===== config.mk =====
export PLATFORM = sky130hd
export DESIGN_NAME = spi_flash_arbiter
export DESIGN_NICKNAME = d
export VERILOG_FILES = /design/src/rtl/spi_flash_arbiter.sv
export SDC_FILE = /design/constraint.sdc
export NUM_CORES = 1
export LEC_CHECK = 0
export CORE_ASPECT_RATIO = 1.1
export CORE_UTILIZATION = 51
export CTS_CLUSTER_DIAMETER = 30
export DETAILED_ROUTE_END_ITERATION = 6
export GPL_ROUTABILITY_DRIVEN = 1
export PLACE_DENSITY = 0.8
export SLEW_MARGIN = 30
export SYNTH_ARGS = -nofsm -noshare
export SYNTH_HDL_FRONTEND = slang
export SYNTH_SLANG_ARGS = --single-unit

===== constraint.sdc =====
create_clock -name clk -period 2.7 [get_ports clk]
set_input_delay 0.675 -clock clk [delete_from_list [all_inputs] [get_ports clk]]
set_output_delay 0.675 -clock clk [all_outputs]
set_load 0.02 [all_outputs]

===== src/rtl/spi_flash_arbiter.sv =====
`default_nettype none
// +----------------------------------------------------------------------------+
// | spi_flash_arbiter: sequenced CPU/programmer handover of the shared flash.  |
// | Rev 1.0                                                                    |
// +----------------------------------------------------------------------------+
module spi_flash_arbiter #(
    parameter int GUARD_CYCLES  = 4,
    parameter int DRAIN_TIMEOUT = 255
) (
    input  logic clk,
    input  logic reset,
    input  logic i_FT_CS,
    input  logic i_ctrl_spi_clk,
    input  logic i_ctrl_spi_mosi,
    input  logic i_ctrl_spi_cs,
    input  logic i_wr_spi_clk,
    input  logic i_wr_spi_mosi,
    input  logic i_wr_spi_cs,
    output logic o_SPI_CLK,
    output logic o_SPI_MOSI,
    output logic o_SPI_CS,
    output logic o_HALT,
    output logic o_cpu_grant,
    output logic o_prog_grant,
    output logic o_abort
);

    typedef enum logic [2:0] {
        ST_IDLE    = 3'd0,
        ST_CPU     = 3'd1,
        ST_DRAIN   = 3'd2,
        ST_GUARD_P = 3'd3,
        ST_PROG    = 3'd4,
        ST_GUARD_C = 3'd5
    } state_t;

    localparam logic [7:0] c_guard_last = 8'(GUARD_CYCLES - 1);
    localparam logic [7:0] c_drain_last = 8'(DRAIN_TIMEOUT);

    logic [1:0] r_ft_cs_sync;
    logic       w_req;
    state_t     r_state;
    state_t     w_state_next;
    logic [7:0] r_cnt;
    logic [7:0] w_cnt_next;
    logic       w_count_en;
    logic       w_abort;
    logic       r_cpu_grant;
    logic       r_prog_grant;
    logic       r_halt;

    always_ff @(posedge clk or negedge reset) begin
        if (!reset) begin
            r_ft_cs_sync <= 2'b11;
        end else begin
            r_ft_cs_sync <= {r_ft_cs_sync[0], i_FT_CS};
        end
    end

    assign w_req = ~r_ft_cs_sync[1];

    always_comb begin
        w_state_next = r_state;
        w_count_en   = 1'b0;
        w_abort      = 1'b0;
        case (r_state)
            ST_IDLE:    w_state_next = w_req ? ST_GUARD_P : ST_CPU;
            ST_CPU:     if (w_req) w_state_next = ST_DRAIN;
            ST_DRAIN: begin
                // A dropped request or a clean CS release both take precedence over the cut.
                if (!w_req) begin
                    w_state_next = ST_CPU;
                end else if (i_ctrl_spi_cs) begin
                    w_state_next = ST_GUARD_P;
                end else if (r_cnt == c_drain_last) begin
                    w_abort      = 1'b1;
                    w_state_next = ST_GUARD_P;
                end else begin
                    w_count_en = 1'b1;
                end
            end
            ST_GUARD_P: begin
                if (!w_req) begin
                    w_state_next = ST_CPU;
                end else if (r_cnt == c_guard_last) begin
                    w_state_next = ST_PROG;
                end else begin
                    w_count_en = 1'b1;
                end
            end
            ST_PROG:    if (!w_req) w_state_next = ST_GUARD_C;
            ST_GUARD_C: begin
                if (w_req) begin
                    w_state_next = ST_GUARD_P;
                end else if (r_cnt == c_guard_last) begin
                    w_state_next = ST_CPU;
                end else begin
                    w_count_en = 1'b1;
                end
            end
            default:    w_state_next = ST_IDLE;
        endcase
    end

    always_comb begin
        w_cnt_next = r_cnt;
        if (w_state_next != r_state) begin
            w_cnt_next = 8'd0;
        end else if (w_count_en && (r_cnt != 8'hFF)) begin
            w_cnt_next = r_cnt + 8'd1;
        end
    end

    always_ff @(posedge clk or negedge reset) begin
        if (!reset) begin
            r_state      <= ST_IDLE;
            r_cnt        <= 8'd0;
            r_cpu_grant  <= 1'b0;
            r_prog_grant <= 1'b0;
            r_halt       <= 1'b1;
        end else begin
            r_state      <= w_state_next;
            r_cnt        <= w_cnt_next;
            r_cpu_grant  <= (w_state_next == ST_CPU);
            r_prog_grant <= (w_state_next == ST_PROG);
            r_halt       <= (w_state_next == ST_IDLE) || (w_state_next == ST_CPU);
        end
    end

    // Pure mux on the registered state keeps each master's SPI timing untouched.
    always_comb begin
        o_SPI_CS   = 1'b1;
        o_SPI_CLK  = 1'b0;
        o_SPI_MOSI = 1'b0;
        case (r_state)
            ST_CPU, ST_DRAIN: begin
                o_SPI_CS   = i_ctrl_spi_cs;
                o_SPI_CLK  = i_ctrl_spi_clk;
                o_SPI_MOSI = i_ctrl_spi_mosi;
            end
            ST_PROG: begin
                o_SPI_CS   = i_wr_spi_cs;
                o_SPI_CLK  = i_wr_spi_clk;
                o_SPI_MOSI = i_wr_spi_mosi;
            end
            default: ;
        endcase
    end

    assign o_cpu_grant  = r_cpu_grant;
    assign o_prog_grant = r_prog_grant;
    assign o_HALT       = r_halt;
    assign o_abort      = w_abort;

endmodule
`default_nettype wire

After elaboration in Yosys (flattened, before gate mapping)
Cells that the tools add are included.
{ "op_classes": {"add_sub_neg": 1, "n_reduce_logical": 6, "n_eq_ne": 11, "n_mux": 27} }
{ "ops": {"columns": ["cell", "count"], "rows": [
  ["3-bit 2-to-1 mux", 9],
  ["3-bit case mux with 6 select lines", 1],
  ["8-bit 2-to-1 mux", 2],
  ["1-bit 2-to-1 mux", 10],
  ["3-bit == test, second input constant", 3],
  ["8-bit by 1-bit adder with 8-bit output, second input constant", 1],
  ["8-bit by 2-bit == test with 1-bit output, second input constant", 1],
  ["8-bit == test, second input constant", 1],
  ["8-bit != test, second input constant", 1],
  ["3-bit by 1-bit == test with 1-bit output, second input constant", 2],
  ["3-bit by 2-bit == test with 1-bit output, second input constant", 2],
  ["3-bit zero test", 2],
  ["1-bit case mux with 2 select lines", 3],
  ["3-bit != test", 1],
  ["1-bit case mux with 3 select lines", 1],
  ["2-bit 2-to-1 mux", 1],
  ["2-bit nonzero test", 1],
  ["2-bit OR reduction", 1],
  ["1-bit logical AND", 1],
  ["1-bit logical OR", 1]
]} }
{ "totals": {"word_cells": 51, "regBits": 16, "out_inout_bits": 7} }

Longest topological paths before layout
{ "depth": {"depth_word": 8, "mapped_depth": 7} }

Least setup slack after synthesis
No wires, ideal clock.
{ "synth_timing": {"path_type": "input to output", "start": "input port i_ctrl_spi_cs", "end": "output port o_abort", "stages": 2, "t_arrival_ns": 1.667, "path_slack_ns": 0.358, "path_buffers": 0, "required_ns": 2.025, "path_cell_list": "or4_1 -> nor3_1"} }
{ "synth_via": {"elab_chain_len": 3} }
{ "synth_lines": {"columns": ["item", "line_no", "text"], "rows": [
  ["start, declared", "15", "input logic i_ctrl_spi_cs,"],
  ["1-bit 2-to-1 mux", "73", "end else if (i_ctrl_spi_cs) begin"],
  ["1-bit 2-to-1 mux", "71", "if (!w_req) begin"],
  ["1-bit 2-to-1 mux", "66", "case (r_state)"],
  ["end, declared", "25", "output logic o_abort"]
]} }
No other way between the ends.

Final worst setup path
Ends and elaborated chain as after synthesis.

==> results.toml <==
[cts]
cts.path.max_buffers = 2
clock_sinks = 16
hold_buffers = 0
cts_max_level = 1
cts-root-buf = "clkbuf_4"
clk_pin_slew_worst_paths_ps = 90
cts_tree = "yes"
post-cts-setup-buffers = 0
cts_buffers = 3
cts_resized = 8
clkLatencyLatePin_ps = 290

[place]
hpwlAfterDp_um = 1510
io_buffers = 15
pre_cts_ws_ps = -399
routabilityCongestion = 0.773

[die]
dieHeight_um = 47.7
core_mm2 = 0.00178
fp-row-count = 16
dieArea_mm2 = 0.00208
initial_core_util = 0.544
die_w_um = 43.6
io_pins = 16

[global_routing]
grt_pass1_wl_um = 3270
grt_busiest_layer = "met2"
grtUsageMet1 = 0.257
grt_start_max_net_pins = 17
grt_util_met3 = 0.0491
antenna_found_initial = 0
grt_util_met2 = 0.391
grt_pass1_vias = 759
grt-ovfl-total = 0
grt_usage = 0.220

[finish]
multi_input_area_um2 = 500
drive_above_1_share = 0.208
nFillCells = 145
n_antenna_cell = 0
final_net_count = 136
syn_to_final_growth_pct = 22.2
final-seq-area_um2 = 404

[logic_synthesis]
yosysUniqueCellTypes = 41
ys_seq_area_frac = 0.417
synth_area_um2 = 968
synth_edf_count = 0
synth_most_common_cell = "dfrtp_1"
ys_warn_count = 0
ys_ff_latch = 16
syn_avg_cell_area_um2 = 9.40
synth_top_area_share = 0.336
synth-main-ff-cell = "dfrtp_1"
synth.area.top_cells = "dfrtp_1, dfstp_2, a21oi_1, buf_6, nor2_1"
synth_top_cell_by_area = "dfrtp_1"
syn_inst = 103
synth_common_cells = "dfrtp_1, a21oi_1, nor2_1"
syn_nets = 113
async_flop_share = 1.00

[routing]
drt-initial-drc-count = 19
vias = 859
routed_wl_um = 2040
avgRoutedWirePerCell_um = 14.3
ant_nets = 0
vias_per_cell = 6.01
first_pass_iters = 6
drc_errors = 6

[pwr]
ir_drop_mv = 0.238
p_per_area_mw_per_mm2 = 417
cellLeakagePower_nw = 0.509
power_mw = 0.493

[sta]
fin_ws_ps = 66.2
setup_violations = 0
relSlewSlack = 0.545
min_period_ps = 2630
hold_viol = 0
max_freq_mhz = 380
grt_setup_unrepaired = "no"
fin_skew_ps = 6.54
period_share = 0.975
drv_slew = 0
tightestPinTransition_ps = 680

[worst_hold_path]
hp-class = "reg -> reg"

[run]
maxCapViolCount = 0

[worst_setup_path]
start_kind = "primary input"
path_class = "in -> out"
critical_path_required_ps = 2030
cp_max_fo = 2
path_cells = "clkdlybuf4s50_1, or4_1, nor3_2, buf_2"
slowest_delay_ps = 560
arrival_ps = 1960
slowest_stage = "or4_1"
endpoint_kind = "output pin"

[outcome]
violations = "DRC"
status = "complete, but fails checks"
per-layer routing:
| metal | wire length (um) | up-vias |
|---|---|---|
| li1 | - | 428 |
| met1 | 915 | 405 |
| met2 | 982 | 22 |
| met3 | 111 | 4 |
| met4 | 29 | 0 |
| met5 | 0 | - |
critical path: cells and delay by family:
family / cells / cell delay, ps
and+or+nand+nor: 2 / 670
buffers and inverters: 2 / 610
state kept, by name (all words and copies together) (netlist names):
signal	cells
r_cnt	8
r_state	3
r_ft_cs_sync	2
o_HALT	1
o_cpu_grant	1
o_prog_grant	1
power by group:
part	switching (mW)	internal, mW	total, mW
registers	0.00492	0.248	0.253
clock network	0.0751	0.0822	0.157
logic	0.0418	0.0411	0.0829
logic make-up (layout without fill, tap and decap cells):
| family | after synthesis | in the layout | synth area share |
|---|---|---|---|
| and+or+nand+nor | 38 | 38 | 0.239 |
| adders and majority gates | 1 | 1 | 0.0129 |
| xor gates and xnor gates | 1 | 1 | 0.00905 |
| AOI/OAI and AO/OA | 35 | 35 | 0.240 |
| DFF | 16 | 16 | 0.417 |
| muxes | 1 | 1 | 0.0103 |
| buffers and inverters | 11 | 33 | 0.0711 |
area by class of cell:
type | instances | area share
flip-flops and latches | 16 | 0.341
inverters | 6 | 0.0190
clock buffers | 4 | 0.0307
repair buffers | 23 | 0.167
well taps | 18 | 0.0190
multi-input cells | 76 | 0.423
path summary, 6_finish.rpt:
kind	startpoint	endpoint	slack, ps	cells past startpoint
max	i_ctrl_spi_cs	o_abort	70	4
min	r_ft_cs_sync[0]	r_ft_cs_sync[1]	360	0
max reg2reg	r_cnt[0]	r_cnt[1]	440	8
min reg2reg	r_ft_cs_sync[0]	r_ft_cs_sync[1]	360	0
max in group asynchronous	reset	r_cnt[3]	1480	1
min in group asynchronous	reset	r_cnt[0]	790	1
cells in the final DEF, fill, tap and decap left out, drive strengths merged, types with 2 or more instances in the layout:
cell type	Yosys	routed
dlygate4sd2	0	2
clkbuf	1	5
a31oi	2	2
clkdlybuf4s50	0	11
nor3b	2	2
buf	3	9
or3	3	3
dfstp	3	3
o21a	3	3
or4	5	5
o32ai	2	2
nand3	4	4
nor2	8	8
dfrtp	13	13
nor3	4	4
a21oi	11	11
nand2b	4	4
o21ai	6	6
nand2	2	2
o31ai	3	3
inv	6	6
through the flow:
| stage | hold WS (ps) | util | cells | area [um^2] | setup TNS [ps] |
|---|---|---|---|---|---|
| 2_1_floorplan | 345 | - | 103 | 968 | 0 |
| 3_3_place_gp | 350 | 0.648 | 139 | 1150 | -695 |
| 3_5_place_dp | 348 | 0.648 | 139 | 1150 | -900 |
| 4_1_cts | 365 | 0.664 | 143 | 1180 | 0 |
| 5_1_grt | 371 | 0.664 | 143 | 1180 | 0 |
| 6_report | 363 | 0.664 | 143 | 1180 | 0 |
Power figures use the tool's default switching activity.
